<file path="config.mk">
export PLATFORM = sky130hd
export DESIGN_NAME = fetch_ctrl
export DESIGN_NICKNAME = d
export VERILOG_FILES = /design/src/rtl/swt16_pkg.sv /design/src/rtl/fetch_ctrl.sv
export SDC_FILE = /design/constraint.sdc
export NUM_CORES = 1
export LEC_CHECK = 0
export ABC_AREA = 1
export BUFFER_PORTS_ARGS = -buffer_cell sky130_fd_sc_hd__buf_2
export CORE_UTILIZATION = 47
export DETAILED_ROUTE_END_ITERATION = 10
export PLACE_DENSITY = 0.75
export SLEW_MARGIN = 20
export SYNTH_ARGS = -nofsm -noshare
export SYNTH_HDL_FRONTEND = slang
export SYNTH_SLANG_ARGS = --single-unit
</file>
<file path="constraint.sdc">
create_clock -name clock -period 1.48 [get_ports clock]
set_clock_uncertainty 0.2 [all_clocks]
set_input_delay 0.296 -clock clock [delete_from_list [all_inputs] [get_ports clock]]
set_output_delay 0.296 -clock clock [all_outputs]
set_load 0.005 [all_outputs]
</file>
<file path="src/rtl/swt16_pkg.sv">
// Shared SWT16 front-end definitions: fetch FSM encodings and default address widths.
// The decoder uses the same widths for its in_pc input.
package swt16_pkg;

  localparam int unsigned PcWidth       = 12;
  localparam int unsigned PmemAddrWidth = 12;

  typedef enum logic [1:0] {
    StBoot  = 2'd0,
    StRun   = 2'd1,
    StFlush = 2'd2
  } fetch_state_e;

endpackage

</file>
<file path="src/rtl/fetch_ctrl.sv">
// SWT16 program-counter sequencer: drives the program-memory read address, tracks the PC of
// the word on the instruction bus, and handles jump redirects with a fixed-length decoder flush.
module fetch_ctrl
  import swt16_pkg::*;
#(
  parameter int unsigned PC_WIDTH        = PcWidth,
  parameter int unsigned PMEM_ADDR_WIDTH = PmemAddrWidth,
  parameter int unsigned RESET_PC        = 0,
  parameter int unsigned FLUSH_CYCLES    = 2
) (
  input  logic                       clock,
  input  logic                       reset,
  input  logic                       in_jump,
  input  logic [PC_WIDTH-1:0]        in_jump_target,
  input  logic                       in_stall,
  output logic [PMEM_ADDR_WIDTH-1:0] out_pmem_addr,
  output logic [PC_WIDTH-1:0]        out_pc,
  output logic                       out_flush,
  output logic [1:0]                 out_state
);

  localparam logic [PC_WIDTH-1:0] ResetPc   = PC_WIDTH'(RESET_PC);
  localparam logic [2:0]          FlushInit = 3'(FLUSH_CYCLES - 1);

  logic [PC_WIDTH-1:0] fetch_pc_q;
  logic [PC_WIDTH-1:0] out_pc_q;
  logic [2:0]          flush_cnt_q;
  logic                out_flush_q;
  fetch_state_e        state_q;

  logic [PC_WIDTH-1:0] pc_inc;
  logic [PC_WIDTH-1:0] addr_sel;

  assign pc_inc = fetch_pc_q + PC_WIDTH'(1);

  // While stalled in RUN, re-read the word already on the bus so it stays valid.
  always_comb begin
    addr_sel = fetch_pc_q;
    if (state_q == StRun && in_stall && !in_jump) begin
      addr_sel = out_pc_q;
    end
  end

  always_ff @(posedge clock) begin
    if (reset) begin
      fetch_pc_q  <= ResetPc;
      out_pc_q    <= '0;
      flush_cnt_q <= '0;
      out_flush_q <= 1'b1;
      state_q     <= StBoot;
    end else if (in_jump) begin
      fetch_pc_q  <= in_jump_target;
      flush_cnt_q <= FlushInit;
      out_flush_q <= 1'b1;
      state_q     <= StFlush;
    end else begin
      case (state_q)
        StRun: begin
          if (!in_stall) begin
            out_pc_q   <= fetch_pc_q;
            fetch_pc_q <= pc_inc;
          end
        end
        StFlush: begin
          if (flush_cnt_q != 3'd0) begin
            flush_cnt_q <= flush_cnt_q - 3'd1;
          end else begin
            out_pc_q    <= fetch_pc_q;
            fetch_pc_q  <= pc_inc;
            out_flush_q <= 1'b0;
            state_q     <= StRun;
          end
        end
        // BOOT, and the unused encoding, start the run at the current fetch address.
        default: begin
          out_pc_q    <= fetch_pc_q;
          fetch_pc_q  <= pc_inc;
          out_flush_q <= 1'b0;
          state_q     <= StRun;
        end
      endcase
    end
  end

  assign out_pmem_addr = PMEM_ADDR_WIDTH'(addr_sel);
  assign out_pc        = out_pc_q;
  assign out_flush     = out_flush_q;
  assign out_state     = state_q;

endmodule

</file>
Word-level counts from Yosys, hierarchy flattened
Index checks and enable logic that the tools add are counted.
{"block": "totals", "in_bits": 16, "output_inout_bits": 27, "ff_bits": 30, "wordCells": 47}
{"block": "op_classes", "n_addsub": 2, "n_mux": 16, "n_bitwise": 2, "eq_ne": 7, "n_reduce_logical": 13}
{"operator": "12-bit two-way mux", "n": 6}
{"operator": "12-bit case mux with 2 select lines", "n": 2}
{"operator": "12-bit by 1-bit adder with 12-bit output (second input constant)", "n": 1}
{"operator": "2-bit AND reduction", "n": 5}
{"operator": "2-bit inequality test (second input constant)", "n": 3}
{"operator": "3-bit inequality test (second input constant)", "n": 2}
{"operator": "1-bit two-way mux", "n": 4}
{"operator": "2-bit two-way mux", "n": 2}
{"operator": "2-bit case mux with 2 select lines", "n": 1}
{"operator": "2-bit nonzero test", "n": 2}
{"operator": "3-bit AND reduction", "n": 1}
{"operator": "3-bit nonzero test", "n": 1}
{"operator": "3-bit by 1-bit subtractor with 3-bit output (second input constant)", "n": 1}
{"operator": "2-bit by 1-bit equality test with 1-bit output (second input constant)", "n": 1}
{"operator": "2-bit equality test (second input constant)", "n": 1}
{"operator": "1-bit logical AND", "n": 2}
{"operator": "1-bit NOT", "n": 2}
{"operator": "1-bit case mux with 2 select lines", "n": 1}
{"operator": "2-bit OR reduction", "n": 1}
{"operator": "1-bit logical NOT", "n": 1}

Logic depth before layout (Yosys ltp)
{"block": "logic_depth", "word_depth": 4, "mapped_depth": 11, "depth_no_buf": 10}

Worst setup path before layout
No wires, ideal clock.
{"block": "synth_path", "path_type": "register -> output", "startpoint": "reg state_q[0], in the netlist out_state[0]", "endpoint": "out out_pmem_addr[1]", "stages_incl_launch_ff": 8, "arrival_ps": 1107, "required_time_ps": 984, "n_path_buf": 1, "setup_slack_ps": -123, "path_cell_list": "dfxtp_1 -> inv_1 -> nor2_4 -> nand2_2 -> nor2_4 -> clkbuf_1 -> nand2_1 -> nand2_1"}
{"block": "synth_between", "elab_chain_cells": 4}
{"item": "start, declared", "line": "fetch_ctrl.sv:29", "rtl": "fetch_state_e state_q;"}
{"item": "start signal, assigned", "line": "fetch_ctrl.sv:50", "rtl": "state_q <= StBoot;"}
{"item": "start signal, assigned", "line": "fetch_ctrl.sv:55", "rtl": "state_q <= StFlush;"}
{"item": "start signal, assigned", "line": "fetch_ctrl.sv:71", "rtl": "state_q <= StRun;"}
{"item": "2-bit by 1-bit equality test with 1-bit output", "line": "fetch_ctrl.sv:39", "rtl": "if (state_q == StRun && in_stall && !in_jump) begin"}
{"item": "1-bit logical AND (2 in series)", "line": "fetch_ctrl.sv:39"}
{"item": "12-bit two-way mux", "line": "fetch_ctrl.sv:39"}
{"item": "end, declared", "line": "fetch_ctrl.sv:16", "rtl": "output logic [PMEM_ADDR_WIDTH-1:0] out_pmem_addr,"}
No other way between the ends.

Worst setup path after layout
{"block": "layout_path", "startpoint": "reg state_q[1], in the netlist out_state[1]", "endpoint": "out out_pmem_addr[1]"}
The elaborated chain is that of the path after synthesis.

==> summary by stage <==
Worst setup path
The signal arrival time at the worst endpoint is 1530 ps. The required time at the endpoint of the critical path is 980 ps. The startpoint class of the critical path is a register. STA classifies the critical path endpoint as an output port.

The type of the worst setup path is reg2out. Of all nets on the critical path, the largest fanout is 6.

Global route
The number of antenna violations at the first check in global routing came to 0. The via count of the first global-routing pass was 1468. The largest net degree at the start of global routing is 21.

The first-pass GRT wire length is 6.575 mm. The total congestion overflow after global routing is 0. Across every metal layer, demand over resource in global routing totals 0.2405.

Logic synthesis
The number of warnings printed during yosys synthesis is 0. The share of synthesized area occupied by flip-flops and latches is 0.3569. In the synthesized netlist the dominant register cell turns out to be sky130_fd_sc_hd__dfxtp_1. The number of distinct library cell variants in the gate-level netlist after synthesis is 27.

The synthesized netlist occupies a cell area of 0.001683 mm². Dividing the synthesized area by the synthesized cell count gives 6.897 µm². Sorting the synthesized cells by area gives the leading types as sky130_fd_sc_hd__dfxtp_1, sky130_fd_sc_hd__nand2_1, sky130_fd_sc_hd__o21ai_0, sky130_fd_sc_hd__nor2_1, sky130_fd_sc_hd__a21oi_1. Of the post-synthesis cell area, the dominant cell type holds 0.3569. The number of enable-type register cells in the synthesized netlist is 0. The number of standard cells after synthesis is 244. The share of flip-flops with an asynchronous set or reset is 0.

The number of nets in the synthesized netlist is 263. The most frequently used cell type in the post-synthesis netlist is sky130_fd_sc_hd__nand2_1. The cell accounting for the most synthesized area is sky130_fd_sc_hd__dfxtp_1.

The number of synthesized register bits is 30. After synthesis, the most frequently instantiated cells are sky130_fd_sc_hd__nand2_1, sky130_fd_sc_hd__dfxtp_1, sky130_fd_sc_hd__o21ai_0.

CTS
Counting along the longest clock path gives a buffer depth of 2. The TritonCTS clock tree is built. In this run the number of H-tree levels came out at 2. The insertion delay of the later-clocked pin in the worst-skew pair is 340 ps.

The clock input transition at the sequential cells of the worst setup and hold paths is 100 ps. The TritonCTS sink count is 30. The cell at the root of the clock tree is sky130_fd_sc_hd__clkbuf_4.

The number of buffers added by the clock tree synthesis step is 5.

Floorplanning
The die outline height is 61.84 µm. The floorplan has 21 rows. The area of the core region is 0.003390 mm². The number of top-level pins is 43. The area of the die is 0.003824 mm². In this run the horizontal extent of the chip is 61.84 µm. The starting density of the core is 0.4965.

Detailed routing
The final layout contains routed wiring with a total length of 4.822 mm. The total number of vias is 1829. The number of design-rule violations left by the first detailed-router iteration is 150. Once detail routing completed, the nets flagged for antenna violations numbered 0. Using the TritonRoute via totals, the vias-per-cell ratio works out to 5.039.

The remaining design rule violation count is 0. The first TritonRoute pass finished after 4 iterations. After detailed routing, the average wire length per cell comes to 13.28 µm.

Flow run
The tool flagged a number of max-cap violations equal to 0.

Pwr
Summed over all cells, the static leakage comes to 1.124 nW. The highest ir drop seen on vdd is 0.6272 mV. After layout, the design draws a total of 2.119 mW.

Dividing total power by cell area gives a power density of 864.0 mW/mm².

Placement
The placement-stage worst setup slack is -213.2 ps. Once placement finished, the instance area stood at 0.002126 mm². The detailed placer's ending HPWL is 2.978 mm. The routability congestion estimate is 0.8497. The total of buffers placed on input and output ports is 42.

Layout
The final cell area excluding filler cells is 0.002452 mm². The final antenna diode count is 0. The number of nets in the layout is 335.

Compared with the post-synthesis result, the final layout area differs by 45.72%. The ratio of cells with drive above 1 in the final layout is 0.4700.

Timing
Static timing analysis puts the maximum clock frequency at 493.5 MHz. Setup repair after global routing could not meet its margin everywhere. The final hold violation count is 0. The final count of pins violating max slew was 0.

The worst pin sits at a relative slew slack of 0.8151. Dividing the final minimum period by the clock period gives 1.369. Adding up every negative setup slack in the final design gives -8078 ps. The smallest hold slack is 40.32 ps.

Setup violations remaining at the end of the flow were counted as 38. Across all setup checks in the final design, the least slack found is -546.3 ps. The clock period minus final worst setup slack is 2026 ps. The slew at the pin closest to its max-slew limit is 277.0 ps.

Run status
The flow ran to the end, but the final reports show violations. The final reports fail on setup timing.

Min path
In this run the worst hold path is classified as in2reg.
## timing repair
| action | 4_1_cts | 5_1_grt |
|---|---|---|
| gates cloned | 1 | 1 |
| pin swaps | 8 | 19 |
| hold endpoints to repair | 2 | 0 |
| setup endpoints to repair | 38 | 39 |
| gates resized for setup | 15 | 53 |
| buffers inserted | 2 | 4 |
| hold buffers | 1 | 0 |
## layout by cell type (no fill, tap or decap), types with 3 or more instances in the layout
cell type / synthesis / routed
sky130_fd_sc_hd__a21oi_1: 17 / 14
sky130_fd_sc_hd__a21oi_2: 8 / 10
sky130_fd_sc_hd__buf_12: 1 / 3
sky130_fd_sc_hd__buf_2: 3 / 42
sky130_fd_sc_hd__buf_4: 1 / 25
sky130_fd_sc_hd__clkbuf_4: 0 / 5
sky130_fd_sc_hd__dfxtp_1: 30 / 27
sky130_fd_sc_hd__dfxtp_2: 0 / 3
sky130_fd_sc_hd__inv_1: 17 / 14
sky130_fd_sc_hd__inv_2: 3 / 5
sky130_fd_sc_hd__nand2_1: 64 / 48
sky130_fd_sc_hd__nand2_2: 7 / 17
sky130_fd_sc_hd__nand2_4: 2 / 8
sky130_fd_sc_hd__nand3_1: 13 / 12
sky130_fd_sc_hd__nor2_1: 23 / 19
sky130_fd_sc_hd__nor2_2: 2 / 4
sky130_fd_sc_hd__nor2_4: 3 / 5
sky130_fd_sc_hd__o21ai_0: 30 / 12
sky130_fd_sc_hd__o21ai_1: 5 / 13
sky130_fd_sc_hd__o21ai_2: 0 / 9
## final timing paths
path	startpoint	to	slack (ps)	depth (start not counted)
min	in_jump_target[3]	fetch_pc_q[3]	40	3
max reg2reg	flush_cnt_q[0]	fetch_pc_q[6]	-150	10
min reg2reg	out_pc[7]	out_pc[7]	280	2
max	out_state[1]	out_pmem_addr[1]	-550	7
## registers in the layout (all words and copies together), names as in the netlist
| register | cells |
|---|---|
| out_pc | 12 |
| out_flush | 1 |
| out_state | 2 |
| fetch_pc_q | 12 |
| flush_cnt_q | 3 |
## metrics by stage
| stage | std cells | util |
|---|---|---|
| after global routing | 363 | 0.7235 |
| after floorplan | 244 | - |
| final | 363 | 0.7235 |
| after detailed placement | 347 | 0.6272 |
| after CTS | 359 | 0.6726 |
| after global placement | 347 | 0.6272 |
## where the power goes
group,switching (mW),leakage (nW),internal (mW)
combinational,0.289,0.830,0.236
sequential,0.0584,0.249,0.871
clock,0.314,0.0450,0.350
## cell type report
| class | count | area, µm² |
|---|---|---|
| Clock inverter | 3 | 40.04 |
| Timing Repair Buffer | 72 | 479.2 |
| Tap cell | 46 | 57.56 |
| Clock buffer | 5 | 37.54 |
| Fill cell | 248 | 937.1 |
| Multi-Input combinational cell | 187 | 1156 |
| Sequential cell | 30 | 604.3 |
| Inverter | 20 | 77.57 |
## worst max-delay path, cell delays in order, from the launching register on
cell and delay, ps:
sky130_fd_sc_hd__dfxtp_1 460, sky130_fd_sc_hd__nor2_4 50, sky130_fd_sc_hd__nand2_2 110, sky130_fd_sc_hd__nor2_4 60, sky130_fd_sc_hd__inv_2 220, sky130_fd_sc_hd__nand2_1 110, sky130_fd_sc_hd__nand2_1 80, sky130_fd_sc_hd__buf_2 100
## cell families (layout without fill, tap and decap cells)
group	after synthesis	in the layout	share of synthesized area
AOI/OAI and AO/OA	62	62	0.2097
xor gates and xnor gates	2	2	0.01041
adders and majority gates	3	3	0.02231
buffers and inverters	29	100	0.08327
DFF	30	30	0.3569
muxes	1	1	0.005948
and+or+nand+nor	117	119	0.3115
## per-layer routing
metal  track usage  part of all wire
met3       0.06004             0.045
met2        0.3748              0.49
met4        0.1048             0.011
met1        0.3159              0.46
met5             0                 0
Power figures use the tool's default switching activity.
